`src/rtl/commit_rrat.sv`:
```
// commit_rrat -- retirement register alias table with commit-side flush.
//
// Holds the architectural-to-physical map as seen by retired instructions.
// Each accepted commit may update one map entry and hand the displaced
// physical register back to the rename freelist. A mispredicted branch
// retiring here raises a flush for FLUSH_CYCLES cycles with the redirect PC,
// and no further commits are accepted until the flush has drained.
//
// Ports
//   CLK                   : clock, all state changes on its rising edge
//   RESET                 : synchronous active-high reset
//   STALL                 : blocks commit acceptance while high
//   rob_commit_valid      : ROB head is ready to retire
//   rob_commit_regwr      : retiring instruction owns a new physical register
//   rob_commit_arch       : architectural destination register
//   rob_commit_phys       : physical register allocated at rename
//   rob_commit_mispredict : retiring branch was mispredicted
//   rob_commit_target     : correct PC for the mispredicted branch
//   commit_ready          : commit handshake acknowledge
//   rrat_map              : packed map, entry i at bits [6i+5:6i]
//   rrat_free             : one-cycle pulse, a physical register is released
//   rrat_free_reg         : the released physical register
//   flush_out             : pipeline flush request
//   flush_pc              : redirect PC for the flush
//   commit_count          : retired instruction count, wraps at 2^32

module commit_rrat #(
  parameter int FLUSH_CYCLES = 2
) (
  input  logic         CLK,
  input  logic         RESET,
  input  logic         STALL,
  input  logic         rob_commit_valid,
  input  logic         rob_commit_regwr,
  input  logic [4:0]   rob_commit_arch,
  input  logic [5:0]   rob_commit_phys,
  input  logic         rob_commit_mispredict,
  input  logic [31:0]  rob_commit_target,
  output logic         commit_ready,
  output logic [191:0] rrat_map,
  output logic         rrat_free,
  output logic [5:0]   rrat_free_reg,
  output logic         flush_out,
  output logic [31:0]  flush_pc,
  output logic [31:0]  commit_count
);

  localparam logic [0:0] IDLE  = 1'b0;
  localparam logic [0:0] FLUSH = 1'b1;

  localparam logic [3:0] FLUSH_LOAD = 4'(FLUSH_CYCLES - 1);

  logic [0:0] state;
  logic [3:0] flush_cnt;
  logic [5:0] map [32];

  logic       accept;
  logic       arch_zero;
  logic [5:0] old_phys;
  logic [5:0] freed_reg;

  assign commit_ready = (state == IDLE) & ~STALL;
  assign accept       = rob_commit_valid & commit_ready;
  assign arch_zero    = (rob_commit_arch == 5'd0);
  assign old_phys     = map[rob_commit_arch];

  // Architectural r0 never takes a mapping, so the register allocated for it
  // is returned directly instead of the (always zero) old mapping.
  assign freed_reg    = arch_zero ? rob_commit_phys : old_phys;

  genvar g;
  generate
    for (g = 0; g < 32; g++) begin : g_map_out
      assign rrat_map[6*g +: 6] = map[g];
    end
  endgenerate

  // Main sequential block. The flush countdown and commit acceptance are
  // mutually exclusive because commit_ready is low in FLUSH. Physical
  // register 0 is never reported as freed, since it is permanently bound
  // to architectural r0.
  always_ff @(posedge CLK) begin
    if (RESET) begin
      for (int i = 0; i < 32; i++) begin
        map[i] <= 6'(i);
      end
      state         <= IDLE;
      flush_cnt     <= 4'd0;
      rrat_free     <= 1'b0;
      rrat_free_reg <= 6'd0;
      flush_out     <= 1'b0;
      flush_pc      <= 32'd0;
      commit_count  <= 32'd0;
    end else begin
      rrat_free <= 1'b0;

      if (state == FLUSH) begin
        if (flush_cnt == 4'd0) begin
          state     <= IDLE;
          flush_out <= 1'b0;
        end else begin
          flush_cnt <= flush_cnt - 4'd1;
        end
      end

      if (accept) begin
        commit_count <= commit_count + 32'd1;

        if (rob_commit_regwr) begin
          if (!arch_zero) begin
            map[rob_commit_arch] <= rob_commit_phys;
          end
          rrat_free     <= (freed_reg != 6'd0);
          rrat_free_reg <= freed_reg;
        end

        if (rob_commit_mispredict) begin
          state     <= FLUSH;
          flush_cnt <= FLUSH_LOAD;
          flush_out <= 1'b1;
          flush_pc  <= rob_commit_target;
        end
      end
    end
  end

endmodule

```
`config.mk`:
```
export PLATFORM = sky130hd
export DESIGN_NAME = commit_rrat
export DESIGN_NICKNAME = d
export VERILOG_FILES = /design/src/rtl/commit_rrat.sv
export SDC_FILE = /design/constraint.sdc
export NUM_CORES = 1
export LEC_CHECK = 0
export BUFFER_PORTS_ARGS = -buffer_cell sky130_fd_sc_hd__buf_2
export CORE_MARGIN = 1.5
export CORE_UTILIZATION = 36
export DETAILED_ROUTE_END_ITERATION = 7
export SYNTH_ARGS = -nofsm -noshare
export SYNTH_HDL_FRONTEND = slang
export SYNTH_SLANG_ARGS = --single-unit
```
`constraint.sdc`:
```
create_clock -name CLK -period 2.4 [get_ports CLK]
set_input_delay 0.12 -clock CLK [delete_from_list [all_inputs] [get_ports CLK]]
set_output_delay 0.12 -clock CLK [all_outputs]
set_load 0.01 [all_outputs]
```
==> flow_summary_export.csv, run 1 <==
group,metric,value,unit
clock_network,h-tree-depth,1,
place,pre_cts_slack,0.137,ns
power_and_ir_drop,vdd_ir_drop_max,0.470,mV
layout,drive_gt1_share,34.4,%
synthesis,ys_warn_count,0,
layout,regMostFlops,"map",
layout,nNetsFinal,1451,
drt,postRouteAntennaNets,0,
floorplanning,io_pins,314,
sta,rsz0062_at_grt,"no",
synthesis,synth_area_per_cell,11.9,sq um
clock_network,cts_sinks,269,
place,gp_congestion,0.935,
drt,avgRoutedWirePerCell,21.8,um
drt,wl,40800,um
grt,grt_pass1_vias,9285,
synthesis,synth_cells,1050,
sta,fin_ws,0.126,ns
grt,antenna_found_initial,1,
power_and_ir_drop,leakagePower,5.93,nW
min_path,hold_path_class,"in2reg",
place,place_inst,1784,
synthesis,async_flop_share,0,%
place,dpl_cell_area,0.0146,sq mm
power_and_ir_drop,power,10.4,mW
clock_network,worst_skew_pair.late_latency,0.55,ns
synthesis,ys.flop_type,"edfxtp_1",
layout,largest_reg_flops,192,
drt,firstDrtPassIters,5,
grt,grt_pass1_wl,59200,um
layout,fin_area,0.0159,sq mm
clock_network,root_buffer,"clkbuf_16",
critical_path,critPathLaunchType,"register",
synthesis,ys_seq_area_share,58.7,%
sta,finalClockSkew,0.0185,ns
sta,tightest_slew,0.777,ns
clock_network,clk_pin_slew,0.07,ns
grt,grt_max_degree,115,
critical_path,crit_required,2.81,ns
sta,hold_viol,0,
critical_path,endpoint_kind,"register",
layout,syn2layout_area_growth,27.4,%
floorplanning,start_util,36.9,%
critical_path,crit_fanout,2,
sta,relSlewSlack,48.2,%
sta,hold_ws,0.0142,ns
sta,fin_crit,2.27,ns
synthesis,yosys_register_bits,269,
floorplanning,core,0.0338,sq mm
power_and_ir_drop,internal-power,7.98,mW
clock_network,cts_tree,"done",
sta,max_freq,440,MHz
place,hpwl,29600,um
grt,grt_usage,22.1,%
sta,setup_viol,0,
power_and_ir_drop,swShare,23.4,%
power_and_ir_drop,seq_power_share,49.4,%
drt,drt-vias-per-instance,5.19,
drt,vias,9710,
place,numPortBuffers,313,
floorplanning,num_rows,67,
layout,fin_util,47.0,%
power_and_ir_drop,switchingPower,2.44,mW
drt,drt_iter0_markers,779,
layout,fin_cells,1871,
floorplanning,die_h,189,um
sta,finalCritPeriodShare,94.8,%
synthesis,synth_cell_types,70,
clock_network,clockBufferDepth,3,
floorplanning,die_area,0.0357,sq mm
power_and_ir_drop,clkPwrFrac,42.2,%
sta,finalMaxSlewViolations,0,
power_and_ir_drop,p_comb_share,8.4,%
synthesis,synth.cell_area,0.0125,sq mm
synthesis,synth_edf_count,192,
power_and_ir_drop,power_density,656,mW/mm^2
critical_path,critPathKind,"reg2reg",
layout,top_regs,"map x192, commit_count x32, flush_pc x32",
run,drv_cap,0,
grt,grt_overflow,0,
run_status,status,"finished clean",
critical_path,arrival,2.69,ns
sta,setup_tns,0,ns
clock_network,cts_buffers,29,
floorplanning,die_width,189,um
drt,drc,0,
==> worst max-delay path, stage by stage (launching register included) <==
cell and delay (ns):
edfxtp_1 0.39, mux4_1 0.61, a32o_1 0.31, a311oi_2 0.25, a31oi_1 0.18, nor4b_2 0.27, a311oi_1 0.12
==> path summary, 6_finish.rpt <==
| check | startpoint | to | slack [ns] | depth (start not counted) |
|---|---|---|---|---|
| setup / recovery | map[17][0] | rrat_free | 0.13 | 6 |
| hold reg to reg | flush_pc[12] | flush_pc[12] | 0.45 | 2 |
| setup reg to reg | map[17][0] | rrat_free | 0.13 | 6 |
| hold / removal | STALL | rrat_free | 0.01 | 4 |
==> power by group through the flow <==
stage	logic, mW	clock network (mW)	registers (mW)
floorplan	0.431	0	5.27
global placement	0.824	0	5.24
detailed placement	0.830	0	5.24
CTS	0.875	4.45	5.15
global route	0.935	4.65	5.15
finish	0.878	4.39	5.15
==> synthesized netlist by cell type (3+ instances only) <==
library cell | number | area (sq um)
nor2_1 | 73 | 274
xnor2_1 | 20 | 175
nand4_1 | 7 | 43.8
mux4_1 | 5 | 131
nor4_2 | 4 | 50.1
xor2_1 | 7 | 61.3
mux4_2 | 22 | 495
nand2b_1 | 17 | 106
a32oi_1 | 3 | 26.3
nor2b_1 | 10 | 62.6
and3_1 | 7 | 43.8
buf_12 | 3 | 60.1
inv_1 | 12 | 45.0
a31oi_1 | 4 | 25.0
nand2_1 | 98 | 368
mux2i_1 | 34 | 340
mux2_2 | 10 | 113
buf_6 | 5 | 56.3
and2_1 | 109 | 682
nand3_1 | 12 | 60.1
clkbuf_1 | 53 | 199
nor3b_1 | 4 | 30.0
or2_2 | 33 | 206
o22ai_1 | 7 | 43.8
buf_2 | 15 | 75.1
edfxtp_1 | 192 | 5770
nand3b_1 | 3 | 22.5
nor3_1 | 20 | 100
dfxtp_1 | 77 | 1540
a211oi_1 | 3 | 22.5
o21ai_0 | 8 | 40.0
or3_1 | 75 | 469
a21oi_1 | 50 | 250
==> cell type report <==
type	instances	area, sq um
antenna	1	2.50
clock buffer	35	758
clock inverter	18	169
fill	3082	17900
inverter	12	45.0
multi-input combinational	694	4710
sequential	269	7310
tap	448	561
timing repair buffer	394	2310
==> placed cells by master, fill, tap and decap left out, types with 5 or more instances in the layout <==
cell type	n
clkbuf_1	5
xor2_1	7
conb_1	6
inv_1	12
and3_1	7
nand4_1	7
nor2_1	73
nand2_1	98
or2_2	33
nor3_1	20
nand3_1	12
o22ai_1	7
clkinv_1	5
a21oi_1	50
and2_1	109
xnor2_1	20
or3_1	75
mux2_2	10
buf_2	311
nor2b_1	10
nand2b_1	17
mux4_2	22
dlygate4sd3_1	33
mux4_1	5
clkinv_2	7
buf_4	46
edfxtp_1	192
clkbuf_16	29
mux2i_1	34
o21ai_0	8
dfxtp_1	77
==> per-layer routing <==
layer | GRT usage, % | vias to the layer above | share of wire [%]
li1 | - | 4458 | -
met1 | 30.7 | 4789 | 42
met2 | 35.9 | 410 | 47
met3 | 3.61 | 53 | 8.4
met4 | 6.32 | 0 | 2.5
met5 | 0 | - | 0
==> logic make-up after synthesis <==
| logic type | synth area share, % |
|---|---|
| XOR/XNOR | 1.90 |
| flip-flops | 58.7 |
| AO/OA/AOI/OAI | 4.93 |
| adder cells (fa/ha/maj) | 0.201 |
| buffers and inverters | 3.68 |
| multiplexers | 8.67 |
| other | 0.0301 |
| AND/OR/NAND/NOR | 21.9 |
==> repair_timing <==
item | 4_1_cts | 5_1_grt
setup endpoints to repair | 0 | 1
setup buffers | 0 | 0
endpoints found under the hold margin | 38 | 0
gates resized for setup | 0 | 1
hold buffers | 33 | 0
Note: power is estimated with default switching activity, not from simulation.
==> inputs of run 2 (changes only) <==
Settings changed: ABC_AREA set to 1.
==> run 2 against run 1 <==
Against the previous run:
- clock skew decreased by 0.0048 ns
- critical path depth grew 5
- register-to-register slack improved by 0.07 ns
- die area up 0.87%
- utilization is 0.12 points lower
- via count is 17% higher
- final area is 1.7% higher
- wire length up 6.5%
- clock-buffer cell count is 6 higher
- worst setup slack better by 0.074 ns
- non-clock buffer count down 10
- maximum frequency up 3.3%
==> flow_summary_export.csv, run 2 <==
group,metric,value,unit
sta,max_freq,454,MHz
synthesis,synth_cells,1464,
drt,wl,43400,um
min_path,hold_depth,3,
synthesis,synth_cell_types,37,
critical_path,reg2reg_depth,11,
critical_path,critPathKind,"reg2reg",
synthesis,ys_seq_area_share,58.2,%
critical_path,worstReg2RegEnd,"map[3][3]",
drt,postRouteAntennaNets,0,
layout,drive_gt1_share,26.6,%
clock_network,cts_buffers,30,
min_path,min_to,"map[7][3]",
clock_network,root_buffer,"clkbuf_16",
clock_network,h-tree-depth,1,
critical_path,worstSetupStartpoint,"state",
clock_network,clk_pin_slew,0.06,ns
critical_path,critPathLaunchType,"register",
synthesis,synth.cell_area,0.0126,sq mm
floorplanning,die_h,190,um
clock_network,cts_tree,"done",
place,pre_cts_slack,0.195,ns
run_status,status,"finished clean",
synthesis,synth_edf_count,192,
drt,met2RoutedLength,20400,um
min_path,hold_path_class,"in2reg",
sta,finalClockSkew,0.0137,ns
synthesis,synth_top_cell_area_share,45.9,%
synthesis,async_flop_share,0,%
drt,drt-vias-per-instance,4.96,
critical_path,crit_required,2.64,ns
min_path,min_from,"rob_commit_phys[3]",
synthesis,synth_area_per_cell,8.58,sq um
sta,finalMaxSlewViolations,0,
critical_path,crit_fanout,8,
layout,regMostFlops,"map",
sta,tightest_slew,0.719,ns
synthesis,yosys_register_bits,269,
grt,grt_overflow,0,
sta,fin_ws,0.199,ns
drt,drt_iter0_markers,941,
floorplanning,die_area,0.0360,sq mm
sta,setup_viol,0,
power_and_ir_drop,leakagePower,6.89,nW
floorplanning,io_pins,314,
drt,avgRoutedWirePerCell,18.9,um
power_and_ir_drop,power_density,678,mW/mm^2
layout,top_regs,"map x192, commit_count x32, flush_pc x32",
floorplanning,die_width,190,um
clock_network,worst_skew_pair.late_latency,0.56,ns
clock_network,clockBufferDepth,3,
layout,largest_reg_flops,192,
synthesis,synth.most_common_cell,"nand2_1",
critical_path,r2r_slack,0.20,ns
clock_network,cts_sinks,269,
drt,firstDrtPassIters,7,
grt,grt_pass1_wl,65400,um
grt,grt_max_degree,56,
place,hpwl,32500,um
critical_path,r2r-start,"state",
drt,drc,0,
layout,layout_common_cells,"596 x nand2_1, 313 x buf_2, 192 x edfxtp_1",
sta,relSlewSlack,52.0,%
critical_path,arrival,2.44,ns
clock_network,cts_resized,0,
synthesis,ys_warn_count,0,
layout,syn2layout_area_growth,28.5,%
synthesis,synth_area_leaders,"edfxtp_1 46%, nand2_1 18%, dfxtp_1 12%",
run,drv_cap,0,
grt,grt_usage,23.8,%
critical_path,endpoint_kind,"register",
place,numPortBuffers,313,
layout,nNetsFinal,1868,
power_and_ir_drop,vdd_ir_drop_max,0.574,mV
synthesis,ys.flop_type,"edfxtp_1",
floorplanning,core,0.0345,sq mm
synthesis,synth_area_leader_cell,"edfxtp_1",
sta,setup_tns,0,ns
sta,fin_crit,2.20,ns
layout,final_common_cell,"nand2_1",
drt,vias,11400,
place,gp_congestion,0.945,
grt,antenna_found_initial,1,
synthesis,yosys-top-cells-count,"596 x nand2_1, 192 x edfxtp_1, 174 x nor2_1",
floorplanning,start_util,36.5,%
grt,grt_pass1_vias,11200,
floorplanning,num_rows,68,
drt,top_layer_used,"met5",
sta,hold_viol,0,
drt,wl_met1,17300,um
drt,wl_met3,3950,um
layout,num_antenna_cells,0,
sta,rsz0062_at_grt,"no",
sta,finalCritPeriodShare,91.7,%
-- run 2: cell types whose count changed after synthesis, moves of 48 or more --
cell     before  now
nand2_1      98  596
and2_1      109    0
nor2_1       73  174
nand3_1      12   67
inv_1        12   60
or3_1        75    0
-- run 2: cell type report --
cell class,instances,area [sq um]
Clock buffer,41,898
Clock inverter,15,153
Fill cell,3435,18300
Inverter,94,368
Multi-Input combinational cell,1038,4590
Sequential cell,269,7310
Tap cell,455,569
Timing Repair Buffer,384,2260
-- run 2: routing by layer --
layer  global-route usage, %  vias to the layer above
li1                        -                     5425
met1                    30.1                     5310
met2                    40.0                      546
met3                    5.26                       95
met4                    8.70                        2
met5                       0                        -
-- run 2: report_power, final --
| part | leakage, nW | switching, mW | internal [mW] |
|---|---|---|---|
| clock | 0.516 | 1.88 | 2.93 |
| combinational | 4.01 | 0.665 | 0.314 |
| sequential | 2.36 | 0.0842 | 5.07 |
| total | 6.89 | 2.63 | 8.31 |
-- run 2: worst max-delay path by stage --
stage	slack, ns	end	cells after the start
after floorplan	0.55	map[28][0]	13
after global placement	0.23	map[3][0]	11
after detailed placement	0.19	map[3][1]	11
after CTS	0.19	map[3][1]	11
after global routing	0.09	map[3][3]	11
final	0.20	map[3][3]	11
-- run 2: timing repair --
item	4_1_cts	5_1_grt
hold buffers	33	0
setup buffers	0	0
hold endpoints to repair	35	0
-- run 2: logic make-up after synthesis --
group | after synthesis | share of synthesized area, %
compound gates | 106 | 4.43
flops | 269 | 58.2
buf+inv | 162 | 5.46
fa+ha+maj | 2 | 0.199
simple gates | 917 | 31.2
other cells | 1 | 0.0298
xor+xnor | 7 | 0.488
-- run 2: metrics by stage --
| stage | instance area, sq um | power (mW) | std cells | utilization [%] | hold slack, ns |
|---|---|---|---|---|---|
| finish | 16100 | 10.9 | 2296 | 46.8 | 0.0276 |
| global route | 16100 | 11.3 | 2296 | 46.8 | 0.0461 |
| CTS | 16100 | 11.0 | 2296 | 46.8 | 0.0162 |
| detailed placement | 14800 | 6.18 | 2207 | 42.8 | 0.399 |
| global placement | 14800 | 6.17 | 2207 | 42.8 | 0.393 |
| floorplan | 12600 | 5.75 | 1469 | - | 0.271 |
-- run 2: critical path, cell delays in order (launching register included) --
cell and delay [ns]:
dfxtp_1 0.37, nor2_4 0.13, nand2_4 0.10, inv_6 0.06
nand2_2 0.05, nor2_2 0.08, inv_2 0.13, nor2_1 0.14
inv_2 0.12, nor2_1 0.30, inv_1 0.16, nand2_1 0.23
==> inputs of run 3 (changes only) <==
Settings changed: ABC_AREA 1 to not set, CORE_UTILIZATION 36 to 45, PLACE_DENSITY set to 0.69.
==> run 3 against run 2 <==
Against the previous run:
- hold slack improved by 0.022 ns
- register-to-register slack worse by 0.096 ns
- flip-flop and latch count is the same
- critical path depth shrank 5
- die area is 20% lower
- final area down 2.3%
- utilization is 12 points higher
- critical endpoint is now rrat_free
- largest cell class unchanged
==> flow_summary_export.csv, run 3 (synthesized netlist as in run 1, its figures left out) <==
group,metric,value,unit
layout,fin_cells,1765,
clock_network,cts_buffers,29,
critical_path,r2r-start,"map[16][0]",
drt,firstDrtPassIters,5,
power_and_ir_drop,power,10.5,mW
sta,finalCritPeriodShare,95.7,%
layout,largest_reg_flops,192,
power_and_ir_drop,p_comb_share,8.3,%
layout,syn2layout_area_growth,26.7,%
floorplanning,io_pins,314,
floorplanning,core,0.0270,sq mm
place,numPortBuffers,313,
grt,grt_max_degree,77,
sta,relSlewSlack,43.6,%
sta,fin_crit,2.30,ns
power_and_ir_drop,vdd_ir_drop_max,0.443,mV
sta,finalClockSkew,0.0106,ns
critical_path,arrival,2.67,ns
layout,num_antenna_cells,0,
layout,layout_common_cells,"311 x buf_2, 192 x edfxtp_1, 109 x and2_1",
critical_path,slowest_delay,0.60,ns
place,hpwl,27500,um
sta,tightest_slew,0.845,ns
clock_network,clockBufferDepth,3,
layout,multi_input_area,0.00471,sq mm
layout,top_regs,"map x192, commit_count x32, flush_pc x32",
critical_path,crit_fanout,2,
grt,antenna_found_initial,0,
power_and_ir_drop,power_density,666,mW/mm^2
power_and_ir_drop,leakagePower,5.94,nW
power_and_ir_drop,switchingPower,2.43,mW
clock_network,worst_skew_pair.late_latency,0.54,ns
critical_path,cpMostUsedCell,"a311oi_1",
floorplanning,die_area,0.0287,sq mm
place,place_inst,1677,
critical_path,crit_required,2.78,ns
clock_network,clk_pin_slew,0.06,ns
critical_path,r2r_slack,0.10,ns
layout,filler_cell_count,2231,
drt,drt-vias-per-instance,5.60,
power_and_ir_drop,clkPwrFrac,42.8,%
power_and_ir_drop,seq_power_share,49.0,%
critical_path,endpoint_kind,"register",
sta,max_freq,435,MHz
floorplanning,start_util,46.1,%
critical_path,worstSetupStartpoint,"map[16][0]",
critical_path,worstReg2RegEnd,"rrat_free",
clock_network,h-tree-depth,1,
critical_path,critPathKind,"reg2reg",
min_path,hold_path_class,"in2reg",
sta,hold_viol,0,
floorplanning,die_h,169,um
clock_network,cts_tree,"done",
sta,setup_viol,0,
clock_network,root_buffer,"clkbuf_16",
critical_path,critPathLaunchType,"register",
grt,grt_overflow,0,
drt,wl,38600,um
run,drv_cap,0,
drt,drc,0,
clock_network,cts_sinks,269,
sta,rsz0062_at_grt,"no",
critical_path,crit_chain,"mux4_1 -> a32o_1 -> a311oi_1 -> a31oi_1 -> nor4b_2 -> a311oi_1",
power_and_ir_drop,internal-power,8.07,mW
layout,regArea,0.00731,sq mm
drt,vias,9892,
layout,regMostFlops,"map",
drt,postRouteAntennaNets,0,
grt,grt_pass1_wl,56200,um
clock_network,post-cts-setup-buffers,0,
layout,drive_gt1_share,34.5,%
critical_path,reg2reg_depth,6,
sta,setup_tns,0,ns
place,gp_congestion,0.949,
drt,drt_iter0_markers,1014,
power_and_ir_drop,swShare,23.2,%
layout,nNetsFinal,1453,
run_status,status,"finished clean",
floorplanning,num_rows,60,
grt,grt_usage,26.1,%
critical_path,slowest_stage,"mux4_1",
drt,avgRoutedWirePerCell,21.8,um
floorplanning,die_width,169,um
sta,finalMaxSlewViolations,0,
grt,grt_pass1_vias,9427,
critical_path,cp-endpoint,"rrat_free",
layout,final_common_cell,"buf_2",
run 3: cell types whose count changed in the layout (fill, tap and decap cells not counted), sizes merged, moves of 27 or more:
cell,previous run,this run
and2,0,109
inv,93,13
mux2i,0,34
mux4,0,27
nand2,603,99
nand3,69,14
nor2,206,75
or2,0,33
or3,0,75
run 3: area by class of cell:
cell class                      instances  area share (%)
Clock inverter                         12           0.888
Timing Repair Buffer                  396            14.8
Clock buffer                           41            5.12
Multi-Input combinational cell        694            29.9
Sequential cell                       269            46.3
Tap cell                              341            2.71
Inverter                               12           0.286
run 3: per-layer routing:
layer	up-vias	track usage, %	routed length, um
li1	4461	-	-
met1	4838	34.9	15400
met2	507	42.2	18100
met3	86	5.29	3520
met4	0	10.0	1510
met5	-	0	0
run 3: repair_timing:
item                                    CTS  global route
endpoints found under the setup margin    0             1
hold endpoints to repair                 44             0
gates resized for setup                   0             1
hold buffers                             35             0
run 3: how the worst min path moves through the flow:
stage          cells past startpoint  slack, ns                  start            to
2_1_floorplan                      2       0.26   rob_commit_target[0]   flush_pc[0]
3_3_place_gp                       3       0.36   rob_commit_target[8]   flush_pc[8]
3_5_place_dp                       3       0.37  rob_commit_target[16]  flush_pc[16]
4_1_cts                            4       0.03                  STALL     rrat_free
5_1_grt                            4       0.07                  STALL     rrat_free
6_report                           4       0.05                  STALL     rrat_free
run 3: critical path, delay by kind of cell (launching register included):
kind	cells	cell delay [ns]
simple gates	1	0.27
mux	1	0.60
compound gates	4	0.86
flops	1	0.40
run 3: power groups by stage:
stage	Combinational, mW	Clock (mW)	Sequential [mW]
finish	0.869	4.49	5.14
global route	0.924	4.70	5.15
CTS	0.860	4.52	5.14
detailed placement	0.812	0	5.24
global placement	0.804	0	5.24
floorplan	0.431	0	5.27
run 3: through the flow:
| stage | area, sq um | util [%] | hold slack [ns] | worst slack (ns) |
|---|---|---|---|---|
| floorplan | 12500 | - | 0.256 | 0.341 |
| global placement | 14500 | 53.5 | 0.360 | 0.182 |
| detailed placement | 14500 | 53.5 | 0.367 | 0.153 |
| CTS | 15800 | 58.3 | 0.0316 | 0.133 |
| global route | 15800 | 58.4 | 0.0726 | 0.0479 |
| finish | 15800 | 58.4 | 0.0499 | 0.103 |
